--- src/rtl/brc_pkg.sv ---
// brc_pkg: shared encodings for the branch hazard controller.
// Holds the comparator operand select codes and the stall FSM state enum.
package brc_pkg;
  typedef enum logic [1:0] {
    FWD_RF  = 2'b00,
    FWD_MEM = 2'b01,
    FWD_WB  = 2'b10
  } fwd_sel_e;
  typedef enum logic {
    IDLE  = 1'b0,
    STALL = 1'b1
  } state_e;
endpackage

--- src/rtl/brc_fwd_sel.sv ---
// brc_fwd_sel: one branch operand's hazard match, forward select and required stall length.
// Ports: id_branch/src (operand), ex_*/mem_*/wb_* pipeline destinations,
//        fwd (operand select, unforced), need (stall cycles this operand requires).
module brc_fwd_sel import brc_pkg::*; #(
  parameter int REG_AW   = 5,
  parameter int LOAD_LAT = 1,
  parameter int FWD_WB   = 1,
  parameter int CW       = 2
) (
  input  logic              id_branch,
  input  logic [REG_AW-1:0] src,
  input  logic              ex_reg_write,
  input  logic              ex_mem_read,
  input  logic [REG_AW-1:0] ex_rd,
  input  logic              mem_reg_write,
  input  logic              mem_mem_read,
  input  logic [REG_AW-1:0] mem_rd,
  input  logic              wb_reg_write,
  input  logic [REG_AW-1:0] wb_rd,
  output fwd_sel_e          fwd,
  output logic [CW-1:0]     need
);
  logic ex_m, mem_m, wb_m;
  logic [CW-1:0] n_ex, n_mem, n_wb, n_x;
  always_comb begin
    ex_m  = id_branch && ex_reg_write && ex_rd == src && src != '0;
    mem_m = id_branch && mem_reg_write && mem_rd == src && src != '0;
    wb_m  = id_branch && wb_reg_write && wb_rd == src && src != '0;
    n_ex  = !ex_m ? '0 : ex_mem_read ? CW'(1 + LOAD_LAT) : CW'(1);
    n_mem = mem_m && mem_mem_read ? CW'(LOAD_LAT) : '0;
    n_wb  = FWD_WB == 0 && wb_m ? CW'(1) : '0;
    // a slow load in MEM can outlast an ALU result in EX, so take the true maximum
    n_x   = n_ex > n_mem ? n_ex : n_mem;
    need  = n_x > n_wb ? n_x : n_wb;
    fwd   = mem_m && !mem_mem_read ? FWD_MEM :
            wb_m && FWD_WB != 0    ? brc_pkg::FWD_WB : FWD_RF;
  end
endmodule

--- src/rtl/brc_hazard_ctrl.sv ---
// brc_hazard_ctrl: ID-stage branch comparator forwarding and stall control.
// Ports: clk, rst (async, active-high); id_branch, id_rs, id_rt; EX/MEM/WB destination
//        info; fwd_a/fwd_b operand selects; pc_write, ifid_write, id_flush; stall_busy.
// Optional: define BRC_HAZARD_STATS_EN to add the 32-bit saturating stall_cycles output.
module brc_hazard_ctrl import brc_pkg::*; #(
  parameter int REG_AW   = 5,
  parameter int LOAD_LAT = 1,
  parameter int FWD_WB   = 1
) (
  input  logic              clk,
  input  logic              rst,
  input  logic              id_branch,
  input  logic [REG_AW-1:0] id_rs,
  input  logic [REG_AW-1:0] id_rt,
  input  logic              ex_reg_write,
  input  logic              ex_mem_read,
  input  logic [REG_AW-1:0] ex_rd,
  input  logic              mem_reg_write,
  input  logic              mem_mem_read,
  input  logic [REG_AW-1:0] mem_rd,
  input  logic              wb_reg_write,
  input  logic [REG_AW-1:0] wb_rd,
  output logic [1:0]        fwd_a,
  output logic [1:0]        fwd_b,
  output logic              pc_write,
  output logic              ifid_write,
  output logic              id_flush,
  output logic              stall_busy
`ifdef BRC_HAZARD_STATS_EN
  ,
  output logic [31:0]       stall_cycles
`endif
);
  localparam int CW = $clog2(LOAD_LAT + 2);
  state_e state;
  logic [CW-1:0] cnt, need_a, need_b, n;
  fwd_sel_e sel_a, sel_b;
  logic stall;
  brc_fwd_sel #(.REG_AW(REG_AW), .LOAD_LAT(LOAD_LAT), .FWD_WB(FWD_WB), .CW(CW)) u_rs (
    .id_branch(id_branch), .src(id_rs),
    .ex_reg_write(ex_reg_write), .ex_mem_read(ex_mem_read), .ex_rd(ex_rd),
    .mem_reg_write(mem_reg_write), .mem_mem_read(mem_mem_read), .mem_rd(mem_rd),
    .wb_reg_write(wb_reg_write), .wb_rd(wb_rd),
    .fwd(sel_a), .need(need_a)
  );
  brc_fwd_sel #(.REG_AW(REG_AW), .LOAD_LAT(LOAD_LAT), .FWD_WB(FWD_WB), .CW(CW)) u_rt (
    .id_branch(id_branch), .src(id_rt),
    .ex_reg_write(ex_reg_write), .ex_mem_read(ex_mem_read), .ex_rd(ex_rd),
    .mem_reg_write(mem_reg_write), .mem_mem_read(mem_mem_read), .mem_rd(mem_rd),
    .wb_reg_write(wb_reg_write), .wb_rd(wb_rd),
    .fwd(sel_b), .need(need_b)
  );
  always_comb begin
    n          = need_a > need_b ? need_a : need_b;
    // rst gates the combinational detect so reset forces "advance" without a clock edge
    stall      = !rst && (state == STALL || n != '0);
    pc_write   = !stall;
    ifid_write = !stall;
    id_flush   = stall;
    stall_busy = state == STALL;
    fwd_a      = stall ? FWD_RF : sel_a;
    fwd_b      = stall ? FWD_RF : sel_b;
  end
  // the first stall cycle is spent in IDLE, so STALL holds the remaining N-1 cycles
  always_ff @(posedge clk or posedge rst)
    if (rst) begin
      state <= IDLE;
      cnt   <= '0;
    end else if (state == STALL) begin
      cnt <= cnt - CW'(1);
      if (cnt == CW'(1)) state <= IDLE;
    end else if (n != '0) begin
      cnt   <= n - CW'(1);
      state <= n > CW'(1) ? STALL : IDLE;
    end
`ifdef BRC_HAZARD_STATS_EN
  always_ff @(posedge clk or posedge rst)
    if (rst) stall_cycles <= '0;
    else if (id_flush && stall_cycles != '1) stall_cycles <= stall_cycles + 32'd1;
`endif
endmodule

--- config.mk ---
export PLATFORM = sky130hd
export DESIGN_NAME = brc_hazard_ctrl
export DESIGN_NICKNAME = d
export VERILOG_FILES = /design/src/rtl/brc_pkg.sv /design/src/rtl/brc_fwd_sel.sv /design/src/rtl/brc_hazard_ctrl.sv
export SDC_FILE = /design/constraint.sdc
export NUM_CORES = 1
export LEC_CHECK = 0
export ABC_CLOCK_PERIOD_IN_PS = 8700
export BUFFER_PORTS_ARGS = -buffer_cell sky130_fd_sc_hd__buf_2
export CAP_MARGIN = 40
export CELL_PAD_IN_SITES_DETAIL_PLACEMENT = 0
export CELL_PAD_IN_SITES_GLOBAL_PLACEMENT = 1
export CORE_MARGIN = 8
export CORE_UTILIZATION = 34
export DETAILED_ROUTE_END_ITERATION = 12
export GPL_ROUTABILITY_DRIVEN = 0
export PLACE_DENSITY_LB_ADDON = 0.15
export SLEW_MARGIN = 20
export SYNTH_ARGS = -nofsm -noshare
export SYNTH_HDL_FRONTEND = slang
export SYNTH_SLANG_ARGS = --single-unit
export TNS_END_PERCENT = 30
--- constraint.sdc ---
create_clock -name clk -period 8.7 [get_ports clk]
set_input_delay 0.87 -clock clk [delete_from_list [all_inputs] [get_ports clk]]
set_output_delay 0.87 -clock clk [all_outputs]
set_load 0.01 [all_outputs]
==> Yosys cells after proc, flatten, opt, wreduce, memory -nomap -nowiden <==
Index checks and enable logic that the tools add are counted.
{ "classes": {"eq_ne": 7, "mul": 0, "bitwise": 0, "n_div": 0, "reduce_logical": 28, "shift": 0, "n_mux": 22, "addsub": 2, "order_cmp": 6} }
{ "op_table": {"columns": ["cell", "count"], "rows": [
  ["2-to-1 mux 2 bit", 16],
  ["== test 5 bit", 6],
  ["logical AND 1 bit", 20],
  ["nonzero test 5 bit", 2],
  ["greater-than comparator 2 x 1 -> 1 bit (second input constant)", 3],
  ["greater-than comparator 2 bit", 3],
  ["2-to-1 mux 1 bit", 6],
  ["nonzero test 2 bit", 2],
  ["subtractor 2 x 1 -> 2 bit (second input constant)", 2],
  ["zero test 1 bit", 3],
  ["== test 2 x 1 -> 1 bit (second input constant)", 1],
  ["logical OR 1 bit", 1]
]} }
{ "totals": {"ram_bits": 0, "latch_bits": 0, "output_inout_bits": 8, "memories": 0, "romBits": 0, "regBits": 3} }

==> Depth between registers and ports, before layout <==
{ "logic_depth": {"ltp_word": 15, "depth_mapped": 18} }

==> Hierarchy <==
A second synthesis with hierarchy kept.
{ "hier_totals": {"hier_cells": 90, "area_unflattened_um2": 737.0} }
{ "by_module_without_submodules": {"columns": ["mod", "area_each_um2", "cells_per_inst", "n_inst"], "rows": [
  ["brc_fwd_sel", 227.7, 29, 2],
  ["brc_hazard_ctrl", 281.5, 32, 1]
]} }

==> Worst setup path before layout <==
No wires, ideal clock.
{ "synth_timing": {"path_kind": "in2out", "from": "input ex_rd[1]", "to": "output fwd_a[1]", "slack_ns": 3.756, "path_stages": 16, "n_path_buf": 0, "t_arrival_ns": 4.074, "path_cell_list": "xor2_1 -> or4b_2 -> nor3_1 -> nand2_1 -> ha_1 -> o22ai_1 -> nor4b_1 -> a31o_1 -> nor2_1 -> ha_1 -> nor2b_1 -> or2_2 -> nand3_1 -> nor4_1 -> nand4_1 -> nor2_1"} }
{ "synth_via": {"elab_chain_cells": 14, "elab_cells_between_ends": 22, "classes_between": "order compare (5); eq/ne (2); mux (8); reduce/logical (7)"} }
{ "synth_lines": {"columns": ["item", "line_no", "source"], "rows": [
  ["start, declared", "brc_hazard_ctrl.sv:17", "input logic [REG_AW-1:0] ex_rd,"],
  ["== test 5 bit", "brc_fwd_sel.sv:26", "ex_m = id_branch && ex_reg_write && ex_rd == src && src != '0;"],
  ["logical AND 1 bit (2 in a row)", "brc_fwd_sel.sv:26", null],
  ["2-to-1 mux 2 bit", "brc_fwd_sel.sv:29", "n_ex = !ex_m ? '0 : ex_mem_read ? CW'(1 + LOAD_LAT) : CW'(1);"],
  ["greater-than comparator 2 bit", "brc_fwd_sel.sv:33", "n_x = n_ex > n_mem ? n_ex : n_mem;"],
  ["2-to-1 mux 2 bit", "brc_fwd_sel.sv:33", null],
  ["greater-than comparator 2 x 1 -> 1 bit", "brc_fwd_sel.sv:34", "need = n_x > n_wb ? n_x : n_wb;"],
  ["2-to-1 mux 2 bit", "brc_fwd_sel.sv:34", null],
  ["greater-than comparator 2 bit", "brc_hazard_ctrl.sv:54", "n = need_a > need_b ? need_a : need_b;"],
  ["2-to-1 mux 2 bit (*)", "brc_hazard_ctrl.sv:54", null],
  ["nonzero test 2 bit (*)", "brc_hazard_ctrl.sv:56", "stall = !rst && (state == STALL || n != '0);"],
  ["logical OR 1 bit (*)", "brc_hazard_ctrl.sv:56", null],
  ["logical AND 1 bit (*)", "brc_hazard_ctrl.sv:56", null],
  ["2-to-1 mux 2 bit (*)", "brc_hazard_ctrl.sv:61", "fwd_a = stall ? FWD_RF : sel_a;"],
  ["end, declared", "brc_hazard_ctrl.sv:23", "output logic [1:0] fwd_a,"]
]} }
Every way passes the cells marked *; elsewhere a longest branch is shown, timed or not.

==> Worst setup path after layout <==
{ "layout_timing": {"from": "input id_rt[1]", "to": "output fwd_a[1]"} }
{ "layout_via": {"elab_chain_cells": 15, "elab_cells_between_ends": 20, "classes_between": "order compare (3); eq/ne (2); mux (6); reduce/logical (9)"} }
{ "layout_lines": {"columns": ["item", "line_no", "source"], "rows": [
  ["start, declared", "brc_hazard_ctrl.sv:14", "input logic [REG_AW-1:0] id_rt,"],
  ["== test 5 bit", "brc_fwd_sel.sv:27", "mem_m = id_branch && mem_reg_write && mem_rd == src && src != '0;"],
  ["logical AND 1 bit (2 in a row)", "brc_fwd_sel.sv:27", null],
  ["logical AND 1 bit", "brc_fwd_sel.sv:30", "n_mem = mem_m && mem_mem_read ? CW'(LOAD_LAT) : '0;"],
  ["2-to-1 mux 1 bit", "brc_fwd_sel.sv:30", null],
  ["greater-than comparator 2 bit", "brc_fwd_sel.sv:33", null],
  ["2-to-1 mux 2 bit (*)", "brc_fwd_sel.sv:33", null],
  ["greater-than comparator 2 x 1 -> 1 bit", "brc_fwd_sel.sv:34", null],
  ["2-to-1 mux 2 bit (*)", "brc_fwd_sel.sv:34", null],
  ["greater-than comparator 2 bit", "brc_hazard_ctrl.sv:54", null],
  ["2-to-1 mux 2 bit (*)", "brc_hazard_ctrl.sv:54", null],
  ["nonzero test 2 bit (*)", "brc_hazard_ctrl.sv:56", null],
  ["logical OR 1 bit (*)", "brc_hazard_ctrl.sv:56", null],
  ["logical AND 1 bit (*)", "brc_hazard_ctrl.sv:56", null],
  ["2-to-1 mux 2 bit (*)", "brc_hazard_ctrl.sv:61", null]
]} }
Marked as above.

==> metrics.md <==
| Metric | Value |
|---|---|
| Status | completed |
| Post-Syn Nets | 139 |
| Max Cap Viol | 0 |
| Skew final | 0.00235 ns |
| Max H-tree Level | 1 |
| Via density per instance | 5.09 |
| Synth Cell Area | 803 µm² |
| Register area share after synthesis | 9.35% |
| M1 WL | 1060 µm |
| Worst min-delay path class | input port to async pin |
| Max IR drop VDD | 86.1 µV |
| CTS tree | done |
| DRT Wirelength | 2430 µm |
| Clock network power share | 24.8% |
| Max layer used | met4 |
| Row count | 17 |
| Pin count of the biggest net entering global routing | 9 |
| Root Buffer | clkbuf_4 |
| Die area | 4170 µm² |
| Sink Count | 3 |
| Setup TNS | 0 ns |
| Layout Nets | 182 |
| Synth-to-Final Area Change | 30.7% |
| Worst Setup Path Type | input port to output pin |
| Ports | 41 |
| Comb power frac | 51.8% |
| I/O Buffers | 40 |
| Antenna Cells | 0 |
| Worst-case clock buffer depth | 2 |
| # setup viols final | 0 |
| Final hold viol count | 0 |
| Via count | 866 |
| Post-synth cell types | 33 |
| # fillers | 242 |
| CTS Hold Bufs | 0 |
| CP top delay family | simple AND/OR/NAND/NOR gates |
| WHS | 0.509 ns |
| Total grt overflow | 0 |
| Crit share post-route | 64.1% |
| Die Y | 64.6 µm |
| Met3 WL | 72 µm |
| Crit-path cells | buf_2 -> xor2_1 -> or4b_2 -> nor3_1 -> nand2_1 -> ha_1 -> o22ai_1 -> nor4b_1 -> a31o_1 -> nor2_1 -> ha_1 -> nor2b_1 -> or2_2 -> nand3_1 -> nor4_1 -> nand4_1 -> nor2_1 -> buf_2 |
| Post-DP HPWL | 2190 µm |
| Final min period | 5.58 ns |
| Mapped Cells | 100 |
| Fmax | 179 MHz |
| DR WL met2 | 1270 µm |
| Register area | 75.1 µm² |
| Cell area after layout | 1050 µm² |
| Total track usage | 11.7% |
| First-pass GRT wire length | 4070 µm |
| Post-synth top area cell | xnor2_1 |
| Leak pwr | 0.478 nW |
| Core ar. | 2230 µm² |
| Area contributors post-synth | xnor2_1, xor2_1, dfrtp_1, ha_1, nor2_1 |
| Drt first pass iters | 4 |
| Buffers & Inverters on Critical Path | 2 |
| YS warnings | 0 |
| Design internal power | 0.0630 mW |
| Post-CTS setup buffer count | 0 |
| Fraction of layout cells with a size suffix above 1 | 38.0% |
| Post-CTS sizing | 0 |
| Sequential share of power | 23.4% |
| Data required time of the worst path | 7.83 ns |
| R2R depth | 3 |
| Critical Path Stages | 18 |
| Worst-Margin Slew | 0.486 ns |
| Num CTS Buffers | 3 |
| Iter 0 DRT Violations | 14 |
| Residual DRC | 0 |
| Slew HR | 67.3% |
| Setup crit start kind | input port |
| Synthesized area per cell | 8.03 µm² |
| Worst Path Max Fanout | 4 |
| Antenna Nets Post-Route | 0 |
| Synth top area share | 19.6% |
| Vias in the first global route | 960 |
| RSZ-0062 raised after global routing | no |
| Multi-input gate area | 691 µm² |
| CP Capture Type | output pin |
| Die W | 64.6 µm |
| Critical Path AT | 4.71 ns |
| Placed Area | 1020 µm² |
| Clock latency on the worst-skew pair | 0.23 ns |
| PD cells | 94.3 nW/µm² |
| Clk slew on worst S/H paths | 0.04 ns |
| Starting Density | 36.0% |
| Switch Pwr | 0.0360 mW |
| Critical path's largest stage delay | 0.67 ns |
| #FFs+latches synth | 3 |
| Wirelength per Cell | 14.3 µm |
| Sw frac | 36.4% |
| Fin. max-slew vios | 0 |
| Slowest-stage cell, CP | or4b_2 |
| Antenna violations before repair | 0 |
==> cells in the mapped netlist <==
master	n
or4_4	1
nand3_1	2
nor2_1	8
a22o_1	1
nand2_1	6
a31o_1	1
xnor2_1	18
nor3_1	4
nor3_2	1
nor2_2	2
o21ai_0	1
dfrtp_1	3
nand4b_1	2
nor2b_1	1
xor2_1	12
o22ai_1	1
o41ai_2	1
inv_1	6
or2_2	1
or4_2	2
or4b_2	1
nor4_1	3
a22oi_1	1
mux2_2	1
ha_1	6
buf_4	2
or4_1	2
mux2i_1	2
o31ai_1	1
nor4b_1	1
nand4_1	4
and2_1	1
or4b_4	1
==> path summary, 6_finish.rpt <==
path                       startpoint  slack [ns]         end
min in group clk               cnt[0]        0.55      cnt[0]
max in group asynchronous         rst        8.06      cnt[1]
hold reg to reg                cnt[0]        0.55      cnt[0]
setup / recovery             id_rt[1]        3.12    fwd_a[1]
setup reg to reg           stall_busy        7.74      cnt[0]
hold / removal                    rst        0.51  stall_busy
==> kinds of logic (layout without fill, tap and decap cells) <==
| logic type | count (synthesis) | in the layout | share of synthesized area [%] |
|---|---|---|---|
| adders and majority gates | 6 | 6 | 9.35 |
| buffers and inverters | 8 | 50 | 4.67 |
| muxes | 3 | 3 | 3.89 |
| and+or+nand+nor | 43 | 43 | 32.6 |
| xor gates and xnor gates | 30 | 30 | 32.7 |
| AOI/OAI and AO/OA | 7 | 7 | 7.48 |
| DFF | 3 | 3 | 9.35 |
==> per-stage QoR <==
step                worst slack (ns)  utilization (%)  std cells  total power [mW]
floorplan                       3.76                -        100            0.0554
global placement                3.23             45.8        166            0.0744
detailed placement              3.13             45.8        166            0.0747
CTS                             3.11             47.0        170             0.100
global route                    2.85             47.0        170             0.106
finish                          3.12             47.0        170            0.0990
==> area by class of cell <==
cell class / count / share of cell area, %
clock buffers: 4 / 2.50
flip-flops and latches: 3 / 7.15
inverters: 6 / 2.15
repair buffers: 40 / 19.1
multi-input cells: 89 / 65.8
well taps: 28 / 3.34
==> layer usage <==
layer / up-vias / track usage [%]
met5: - / 0
met2: 30 / 21.5
met4: 0 / 3.54
li1: 439 / -
met3: 2 / 2.58
met1: 395 / 13.0
==> sequential cells by signal, summed over array words and instances (netlist names) <==
register	count
cnt	2
stall_busy	1
==> placed cells by master (no fill, tap or decap), types with 3 or more instances in the layout <==
cell type,count
buf_2,40
xnor2_1,18
xor2_1,12
nor2_1,8
inv_1,6
nand2_1,6
ha_1,6
nand4_1,4
nor3_1,4
nor4_1,3
clkbuf_4,3
dfrtp_1,3
==> power by group through the flow <==
stage	Sequential (mW)	Clock [mW]	Combinational, mW
after floorplan	0.0228	0	0.0326
after CTS	0.0234	0.0255	0.0514
after detailed placement	0.0235	0	0.0512
final	0.0232	0.0245	0.0513
after global routing	0.0238	0.0260	0.0557
after global placement	0.0232	0	0.0512
Note: power is estimated with default switching activity, not from simulation.
